**config.mk**
```make
export PLATFORM = sky130hd
export DESIGN_NAME = pipelined_control_unit_flat
export DESIGN_NICKNAME = d
export VERILOG_FILES = /design/src/rtl/pipelined_control_unit_if.sv /design/src/rtl/pipelined_control_unit.sv /design/src/flat_wrapper.sv
export SDC_FILE = /design/constraint.sdc
export NUM_CORES = 1
export LEC_CHECK = 0
export CORE_MARGIN = 8
export CORE_UTILIZATION = 50
export CTS_BUF_LIST = sky130_fd_sc_hd__clkbuf_4 sky130_fd_sc_hd__clkbuf_8 sky130_fd_sc_hd__clkbuf_16
export DETAILED_ROUTE_END_ITERATION = 6
export GPL_ROUTABILITY_DRIVEN = 0
export GPL_TIMING_DRIVEN = 0
export PLACE_DENSITY = 0.82
export SLEW_MARGIN = 10
export SYNTH_ARGS = -nofsm -noshare
export SYNTH_HDL_FRONTEND = slang
export SYNTH_SLANG_ARGS = --single-unit
```
**constraint.sdc**
```tcl
create_clock -name CLK -period 3.3 [get_ports CLK]
set_clock_uncertainty 0.1 [all_clocks]
set_input_delay 0.825 -clock CLK [delete_from_list [all_inputs] [get_ports CLK]]
set_output_delay 0.825 -clock CLK [all_outputs]
set_load 0.005 [all_outputs]
```
**src/rtl/pipelined_control_unit_if.sv**
```systemverilog
// rtl/pipelined_control_unit_if.sv - decode fields, pipeline controls and stall flag of the RV32I control unit
interface pipelined_control_unit_if;
    logic [6:0] OP_D;
    logic [2:0] F3_D;
    logic [6:0] F7_D;
    logic       FLUSH_E;
    logic       ZERO_E;
    logic       ALU_LSB_E;
    logic [2:0] IMM_SRC_D;
    logic       ILLEGAL_D;
    logic [4:0] ALU_CONTROL_E;
    logic       ALU_SRC_E;
    logic [1:0] RES_SRC_E;
    logic       PC_SRC_E;
    logic       JALR_E;
    logic       MEM_WRITE_M;
    logic       REG_WRITE_M;
    logic [1:0] RES_SRC_M;
    logic       REG_WRITE_W;
    logic [1:0] RES_SRC_W;
    logic       MD_STALL;

    modport master (
        output OP_D, F3_D, F7_D, FLUSH_E, ZERO_E, ALU_LSB_E,
        input  IMM_SRC_D, ILLEGAL_D, ALU_CONTROL_E, ALU_SRC_E, RES_SRC_E, PC_SRC_E, JALR_E,
        input  MEM_WRITE_M, REG_WRITE_M, RES_SRC_M, REG_WRITE_W, RES_SRC_W, MD_STALL
    );

    modport slave (
        input  OP_D, F3_D, F7_D, FLUSH_E, ZERO_E, ALU_LSB_E,
        output IMM_SRC_D, ILLEGAL_D, ALU_CONTROL_E, ALU_SRC_E, RES_SRC_E, PC_SRC_E, JALR_E,
        output MEM_WRITE_M, REG_WRITE_M, RES_SRC_M, REG_WRITE_W, RES_SRC_W, MD_STALL
    );
endinterface

```
**src/rtl/pipelined_control_unit.sv**
```systemverilog
// rtl/pipelined_control_unit.sv - RV32I(M) decode with E/M/W control registers and multi-cycle M-op stall
module pipelined_control_unit #(
    parameter bit ENABLE_M   = 1'b1,
    parameter int MUL_CYCLES = 2,
    parameter int DIV_CYCLES = 34
) (
    input  logic CLK,
    input  logic RST,
    pipelined_control_unit_if.slave bus
);
    typedef struct packed {
        logic       reg_write;
        logic [1:0] res_src;
        logic       mem_write;
        logic       jump;
        logic       branch;
        logic       jalr;
        logic [4:0] alu_control;
        logic       alu_src;
        logic [2:0] f3;
    } ctrl_t;

    typedef struct packed {
        logic       reg_write;
        logic [1:0] res_src;
        logic       mem_write;
    } mctl_t;

    typedef enum logic {S_IDLE, S_BUSY} md_state_t;

    localparam logic [4:0] ALU_ADD  = 5'b00000;
    localparam logic [4:0] ALU_SUB  = 5'b00001;
    localparam logic [4:0] ALU_AND  = 5'b00100;
    localparam logic [4:0] ALU_OR   = 5'b00101;
    localparam logic [4:0] ALU_XOR  = 5'b00110;
    localparam logic [4:0] ALU_SLT  = 5'b01000;
    localparam logic [4:0] ALU_SLTU = 5'b01001;
    localparam logic [4:0] ALU_SRL  = 5'b01101;
    localparam logic [4:0] ALU_SLL  = 5'b01110;
    localparam logic [4:0] ALU_SRA  = 5'b01111;

    localparam int MAX_CYC = (MUL_CYCLES > DIV_CYCLES) ? MUL_CYCLES : DIV_CYCLES;
    localparam int CW      = (MAX_CYC > 2) ? $clog2(MAX_CYC) : 1;
    localparam logic [CW-1:0] MUL_LOAD = (MUL_CYCLES > 1) ? CW'(MUL_CYCLES - 2) : '0;
    localparam logic [CW-1:0] DIV_LOAD = (DIV_CYCLES > 1) ? CW'(DIV_CYCLES - 2) : '0;

    ctrl_t      dec;
    logic [2:0] imm_d;
    logic       ill_d;
    ctrl_t      e_q;
    mctl_t      m_q;
    logic       w_reg_write;
    logic [1:0] w_res_src;
    md_state_t  state;
    logic [CW-1:0] cnt;
    logic       md_op_e, multi_e, md_stall, br_cond;

    always_comb begin
        dec    = '0;
        imm_d  = 3'b000;
        ill_d  = 1'b0;
        dec.f3 = bus.F3_D;
        case (bus.OP_D)
            7'b0000011: begin
                dec.res_src   = 2'b01;
                dec.alu_src   = 1'b1;
                dec.reg_write = 1'b1;
            end
            7'b0010011: begin
                dec.alu_src   = 1'b1;
                dec.reg_write = 1'b1;
                case (bus.F3_D)
                    3'b000: dec.alu_control = ALU_ADD;
                    3'b010: dec.alu_control = ALU_SLT;
                    3'b011: dec.alu_control = ALU_SLTU;
                    3'b100: dec.alu_control = ALU_XOR;
                    3'b110: dec.alu_control = ALU_OR;
                    3'b001: begin
                        if (bus.F7_D == 7'b0000000) dec.alu_control = ALU_SLL;
                        else ill_d = 1'b1;
                    end
                    3'b101: begin
                        if (bus.F7_D == 7'b0000000)      dec.alu_control = ALU_SRL;
                        else if (bus.F7_D == 7'b0100000) dec.alu_control = ALU_SRA;
                        else ill_d = 1'b1;
                    end
                    default: dec.alu_control = ALU_AND;
                endcase
            end
            7'b0100011: begin
                dec.mem_write = 1'b1;
                dec.alu_src   = 1'b1;
                imm_d         = 3'b001;
            end
            7'b0010111: begin
                dec.res_src   = 2'b11;
                dec.reg_write = 1'b1;
                imm_d         = 3'b011;
            end
            7'b0110011: begin
                dec.reg_write = 1'b1;
                if (bus.F7_D == 7'b0000001) begin
                    if (ENABLE_M) dec.alu_control = {2'b10, bus.F3_D};
                    else ill_d = 1'b1;
                end else if (bus.F7_D == 7'b0100000) begin
                    if (bus.F3_D == 3'b000)      dec.alu_control = ALU_SUB;
                    else if (bus.F3_D == 3'b101) dec.alu_control = ALU_SRA;
                    else ill_d = 1'b1;
                end else if (bus.F7_D == 7'b0000000) begin
                    case (bus.F3_D)
                        3'b000:  dec.alu_control = ALU_ADD;
                        3'b001:  dec.alu_control = ALU_SLL;
                        3'b010:  dec.alu_control = ALU_SLT;
                        3'b011:  dec.alu_control = ALU_SLTU;
                        3'b100:  dec.alu_control = ALU_XOR;
                        3'b101:  dec.alu_control = ALU_SRL;
                        3'b110:  dec.alu_control = ALU_OR;
                        default: dec.alu_control = ALU_AND;
                    endcase
                end else begin
                    ill_d = 1'b1;
                end
            end
            7'b0110111: begin
                dec.alu_src   = 1'b1;
                dec.reg_write = 1'b1;
                imm_d         = 3'b011;
            end
            7'b1100011: begin
                dec.branch = 1'b1;
                imm_d      = 3'b010;
                case (bus.F3_D)
                    3'b000, 3'b001: dec.alu_control = ALU_SUB;
                    3'b100, 3'b101: dec.alu_control = ALU_SLT;
                    3'b110, 3'b111: dec.alu_control = ALU_SLTU;
                    default:        ill_d = 1'b1;
                endcase
            end
            7'b1100111: begin
                dec.res_src   = 2'b10;
                dec.alu_src   = 1'b1;
                dec.jump      = 1'b1;
                dec.jalr      = 1'b1;
                dec.reg_write = 1'b1;
            end
            7'b1101111: begin
                dec.res_src   = 2'b10;
                dec.jump      = 1'b1;
                dec.reg_write = 1'b1;
                imm_d         = 3'b100;
            end
            default: ill_d = 1'b1;
        endcase
        // Anything unsupported must leave the pipeline as a clean bubble
        if (ill_d) begin
            dec   = '0;
            imm_d = 3'b000;
        end
    end

    always_comb begin
        case (e_q.f3)
            3'b000:         br_cond = bus.ZERO_E;
            3'b001:         br_cond = !bus.ZERO_E;
            3'b100, 3'b110: br_cond = bus.ALU_LSB_E;
            3'b101, 3'b111: br_cond = !bus.ALU_LSB_E;
            default:        br_cond = 1'b0;
        endcase
    end

    assign md_op_e  = (e_q.alu_control[4:3] == 2'b10);
    assign multi_e  = e_q.f3[2] ? (DIV_CYCLES > 1) : (MUL_CYCLES > 1);
    assign md_stall = ((state == S_IDLE) && md_op_e && multi_e) || ((state == S_BUSY) && (cnt != '0));

    // A stalled E holds its op while bubbles drain into M; stall overrides FLUSH_E
    always_ff @(posedge CLK or posedge RST) begin
        if (RST) begin
            state       <= S_IDLE;
            cnt         <= '0;
            e_q         <= '0;
            m_q         <= '0;
            w_reg_write <= 1'b0;
            w_res_src   <= 2'b00;
        end else begin
            case (state)
                S_IDLE: begin
                    if (md_stall) begin
                        state <= S_BUSY;
                        cnt   <= e_q.f3[2] ? DIV_LOAD : MUL_LOAD;
                    end
                end
                default: begin
                    if (cnt == '0) state <= S_IDLE;
                    else cnt <= cnt - CW'(1);
                end
            endcase
            if (md_stall) begin
                m_q <= '0;
            end else begin
                e_q <= bus.FLUSH_E ? '0 : dec;
                m_q <= '{reg_write: e_q.reg_write, res_src: e_q.res_src, mem_write: e_q.mem_write};
            end
            w_reg_write <= m_q.reg_write;
            w_res_src   <= m_q.res_src;
        end
    end

    assign bus.IMM_SRC_D     = imm_d;
    assign bus.ILLEGAL_D     = ill_d;
    assign bus.ALU_CONTROL_E = e_q.alu_control;
    assign bus.ALU_SRC_E     = e_q.alu_src;
    assign bus.RES_SRC_E     = e_q.res_src;
    assign bus.PC_SRC_E      = e_q.jump | (e_q.branch & br_cond);
    assign bus.JALR_E        = e_q.jalr;
    assign bus.MEM_WRITE_M   = m_q.mem_write;
    assign bus.REG_WRITE_M   = m_q.reg_write;
    assign bus.RES_SRC_M     = m_q.res_src;
    assign bus.REG_WRITE_W   = w_reg_write;
    assign bus.RES_SRC_W     = w_res_src;
    assign bus.MD_STALL      = md_stall;
endmodule

```
**src/flat_wrapper.sv**
```systemverilog
// flat-port wrapper written by rule: the top's interface ports become plain ports
module pipelined_control_unit_flat 
#(
    parameter bit ENABLE_M   = 1'b1,
    parameter int MUL_CYCLES = 2,
    parameter int DIV_CYCLES = 34
)
  (CLK, RST, bus_OP_D, bus_F3_D, bus_F7_D, bus_FLUSH_E, bus_ZERO_E, bus_ALU_LSB_E, bus_IMM_SRC_D, bus_ILLEGAL_D, bus_ALU_CONTROL_E, bus_ALU_SRC_E, bus_RES_SRC_E, bus_PC_SRC_E, bus_JALR_E, bus_MEM_WRITE_M, bus_REG_WRITE_M, bus_RES_SRC_M, bus_REG_WRITE_W, bus_RES_SRC_W, bus_MD_STALL);
  pipelined_control_unit_if bus_i ();
  input  logic CLK;
  input  logic RST;
  input wire logic [$bits(bus_i.OP_D)-1:0] bus_OP_D;
  input wire logic [$bits(bus_i.F3_D)-1:0] bus_F3_D;
  input wire logic [$bits(bus_i.F7_D)-1:0] bus_F7_D;
  input wire logic [$bits(bus_i.FLUSH_E)-1:0] bus_FLUSH_E;
  input wire logic [$bits(bus_i.ZERO_E)-1:0] bus_ZERO_E;
  input wire logic [$bits(bus_i.ALU_LSB_E)-1:0] bus_ALU_LSB_E;
  output wire logic [$bits(bus_i.IMM_SRC_D)-1:0] bus_IMM_SRC_D;
  output wire logic [$bits(bus_i.ILLEGAL_D)-1:0] bus_ILLEGAL_D;
  output wire logic [$bits(bus_i.ALU_CONTROL_E)-1:0] bus_ALU_CONTROL_E;
  output wire logic [$bits(bus_i.ALU_SRC_E)-1:0] bus_ALU_SRC_E;
  output wire logic [$bits(bus_i.RES_SRC_E)-1:0] bus_RES_SRC_E;
  output wire logic [$bits(bus_i.PC_SRC_E)-1:0] bus_PC_SRC_E;
  output wire logic [$bits(bus_i.JALR_E)-1:0] bus_JALR_E;
  output wire logic [$bits(bus_i.MEM_WRITE_M)-1:0] bus_MEM_WRITE_M;
  output wire logic [$bits(bus_i.REG_WRITE_M)-1:0] bus_REG_WRITE_M;
  output wire logic [$bits(bus_i.RES_SRC_M)-1:0] bus_RES_SRC_M;
  output wire logic [$bits(bus_i.REG_WRITE_W)-1:0] bus_REG_WRITE_W;
  output wire logic [$bits(bus_i.RES_SRC_W)-1:0] bus_RES_SRC_W;
  output wire logic [$bits(bus_i.MD_STALL)-1:0] bus_MD_STALL;
  assign bus_i.OP_D = bus_OP_D;
  assign bus_i.F3_D = bus_F3_D;
  assign bus_i.F7_D = bus_F7_D;
  assign bus_i.FLUSH_E = bus_FLUSH_E;
  assign bus_i.ZERO_E = bus_ZERO_E;
  assign bus_i.ALU_LSB_E = bus_ALU_LSB_E;
  assign bus_IMM_SRC_D = bus_i.IMM_SRC_D;
  assign bus_ILLEGAL_D = bus_i.ILLEGAL_D;
  assign bus_ALU_CONTROL_E = bus_i.ALU_CONTROL_E;
  assign bus_ALU_SRC_E = bus_i.ALU_SRC_E;
  assign bus_RES_SRC_E = bus_i.RES_SRC_E;
  assign bus_PC_SRC_E = bus_i.PC_SRC_E;
  assign bus_JALR_E = bus_i.JALR_E;
  assign bus_MEM_WRITE_M = bus_i.MEM_WRITE_M;
  assign bus_REG_WRITE_M = bus_i.REG_WRITE_M;
  assign bus_RES_SRC_M = bus_i.RES_SRC_M;
  assign bus_REG_WRITE_W = bus_i.REG_WRITE_W;
  assign bus_RES_SRC_W = bus_i.RES_SRC_W;
  assign bus_MD_STALL = bus_i.MD_STALL;
  pipelined_control_unit #(.ENABLE_M(ENABLE_M), .MUL_CYCLES(MUL_CYCLES), .DIV_CYCLES(DIV_CYCLES)) u_core (.CLK(CLK), .RST(RST), .bus(bus_i));
endmodule
```
==> flow_metrics.tcl <==
set metrics [dict create \
    status "complete, no violations" \
    synth_fp_nets 223 \
    ys.flop_type "dfrtp_1" \
    root_buffer "clkbuf_4" \
    wire_per_inst_um 13.3 \
    row_count 22 \
    seqPwrFrac_pct 51.9 \
    clockBufferDepth 2 \
    slew_violations 0 \
    dieArea_um2 5800 \
    netlist_instances 200 \
    finalPower_uw 718 \
    clock-sinks 30 \
    cts_buffers 5 \
    grt_first_pass_wirelength_um 6950 \
    fin_crit_sh_pct 97.7 \
    cap_violations 0 \
    ys_ff_latch 30 \
    vias_per_cell 5.38 \
    htreeDepth 2 \
    drt-total-wl_um 4040 \
    ys_seq_area_share_pct 41.5 \
    grt_pass1_vias 1530 \
    finalHoldViolations 0 \
    clock_latency_ns 0.32 \
    yosys_warnings 0 \
    final-setup-viol-count 0 \
    post-route-min-period_ns 3.22 \
    ant_nets 0 \
    worst_pin_slew_ns 1.05 \
    grt_use_total_pct 14.4 \
    post_synth_num_cell_types 49 \
    final_layout_size_suffix_gt1_share_pct 21.9 \
    power.switching_uw 184 \
    overflow 0 \
    slew_headroom_pct 29.8 \
    num_antenna_cells 0 \
    worstPathRequired_ns 2.37 \
    drt-pass1-iter-count 4 \
    area_growth_pct 37.7 \
    io_pins 44 \
    critPathLaunchType "primary input" \
    peakVddDrop_uv 140 \
    hpwl_um 3070 \
    final_cells 304 \
    worstPathArrival_ns 2.30 \
    p_int_uw 534 \
    powerDensity_nw_per_um2 288 \
    cts_hold_buffers 0 \
    critical_path_class "primary input to primary output" \
    netlist_area_um2 1810 \
    min_path_type "register to register" \
    antenna_found_initial 0 \
    coreArea_um2 3580 \
    postLayoutCoreUtil_pct 69.6 \
    crit_path_end_kind "primary output" \
    swShare_pct 25.6 \
    clk_pin_slew_ns 0.09 \
    cts_tree "done" \
    synthArstFlopShare_pct 100 \
    start_util_pct 50.6 \
    postSynthAreaPerCell_um2 9.05 \
    p_clk_share_pct 32.6 \
    vias 1634 \
    dieHeight_um 76.2 \
    cp_max_fo 7 \
    finalSetupTns_ns 0 \
    drcViolationCount 0 \
    port_buffers 40 \
    clock.fmax_ghz 0.310 \
    p_comb_share_pct 15.5 \
    fin_nets 278 \
    rsz0062_at_grt "false" \
    drt_iter0_drc 68 \
    grt_start_max_net_pins 31 \
    leakagePower_uw 0.00115 \
    synth-edff-count 0 \
    dp.cells 288 \
    die_w_um 76.2 \
]
==> metal layers <==
metal	share of wire, %	vias to the layer above	track usage, %
met5	0	-	0
met4	2.0	0	6.54
met3	5.3	8	5.07
met2	47	56	21.6
met1	46	748	18.1
li1	-	822	-
==> worst max-delay path, cell delays in order <==
cell             delay (ns)
clkdlybuf4s50_1        0.45
buf_6                  0.15
nand2b_4               0.10
nor2_2                 0.06
a32oi_2                0.23
o31ai_4                0.11
buf_4                  0.14
dlygate4sd2_1          0.25
==> cell type report <==
cell class	instances	area (µm²)
clock inverter	1	5.00
clock buffer	7	58.8
timing repair buffer	49	474
inverter	9	36.3
fill	281	1090
sequential	30	751
multi-input combinational	144	982
tap	48	60.1
buffer	16	124
==> cells in the mapped netlist, types with 6 or more instances <==
cell,n,share of area [%]
a21oi_1,7,1.9
o21ai_0,14,3.9
nor3_1,6,1.7
nand2_1,22,4.6
dfrtp_1,30,41
nand3_1,6,1.7
inv_1,8,1.7
nor2_1,15,3.1
a22o_1,7,3.4
nand2b_1,7,2.4
buf_4,10,4.1
==> per-stage QoR <==
stage | cell area, µm² | hold WS (ns) | setup slack, ns
4_1_cts | 2400 | 0.280 | -0.0438
3_3_place_gp | 2270 | 0.256 | -0.486
2_1_floorplan | 1810 | 0.276 | 0.511
6_report | 2490 | 0.277 | 0.0764
5_1_grt | 2490 | 0.291 | 0.000612
3_5_place_dp | 2270 | 0.259 | -0.475
==> cells in the final DEF, fill, tap and decap left out, drive strengths merged, types with 2 or more instances in the layout <==
| cell | Yosys | final |
|---|---|---|
| dlygate4sd2 | 0 | 7 |
| clkinv | 0 | 2 |
| clkbuf | 2 | 8 |
| o21ai | 14 | 14 |
| nor2 | 16 | 16 |
| a22o | 7 | 7 |
| nand3b | 2 | 2 |
| clkdlybuf4s50 | 0 | 24 |
| a32o | 2 | 2 |
| and2 | 4 | 4 |
| o221ai | 2 | 2 |
| nand4 | 2 | 2 |
| dlymetal6s2s | 0 | 8 |
| o22ai | 3 | 3 |
| buf | 15 | 25 |
| a21oi | 7 | 7 |
| nand2 | 22 | 22 |
| nand2b | 7 | 7 |
| nand3 | 6 | 6 |
| a22oi | 4 | 4 |
| and3b | 2 | 2 |
| o31ai | 6 | 6 |
| xnor2 | 3 | 3 |
| a31oi | 2 | 2 |
| xor2 | 4 | 4 |
| nor2b | 2 | 2 |
| nor3b | 2 | 2 |
| inv | 9 | 8 |
| or3 | 4 | 4 |
| nor3 | 7 | 7 |
| dfrtp | 30 | 30 |
==> state kept, by name, indices dropped and copies added, names as in the netlist, 2 cells and up <==
register / cells
u_core.e_q: 7
u_core.cnt: 6
u_core.bus.ALU_CONTROL_E: 5
u_core.bus.RES_SRC_E: 2
u_core.bus.RES_SRC_M: 2
u_core.bus.RES_SRC_W: 2
==> repair_timing <==
item                       CTS  global route
pin swaps                    7             4
resized for setup           23            19
setup endpoints to repair    5             4
setup buffers                4             5
==> kinds of logic after synthesis <==
logic type	synth area share (%)
buffers and inverters	8.16
xor gates and xnor gates	3.39
DFF	41.5
adders and majority gates	0.691
AOI/OAI and AO/OA	21.7
muxes	0.622
and+or+nand+nor	23.9
==> worst paths after layout <==
path                                                   start                                  end  slack (ns)  cells past startpoint
max                                              bus_F3_D[0]                        bus_ILLEGAL_D        0.08                      8
min                        u_core.bus.RES_SRC_M[0]$_DFF_PP0_    u_core.bus.RES_SRC_W[0]$_DFF_PP0_        0.28                      0
max reg2reg                        u_core.cnt[5]$_DFFE_PP0P_  u_core.bus.RES_SRC_E[0]$_DFFE_PP0N_        1.07                      6
min reg2reg                u_core.bus.RES_SRC_M[0]$_DFF_PP0_    u_core.bus.RES_SRC_W[0]$_DFF_PP0_        0.28                      0
max in group asynchronous                                RST  u_core.bus.RES_SRC_E[0]$_DFFE_PP0N_        1.79                      2
min in group asynchronous                                RST            u_core.cnt[2]$_DFFE_PP0P_        0.83                      2
==> power by group through the flow <==
stage | clock, µW | combinational (µW) | sequential, µW
final | 234 | 111 | 372
after global placement | 0 | 98.7 | 379
after floorplan | 0 | 59.9 | 379
after global routing | 262 | 122 | 373
after CTS | 238 | 105 | 372
after detailed placement | 0 | 100 | 380
No activity file was read; power rests on OpenSTA's default activity.
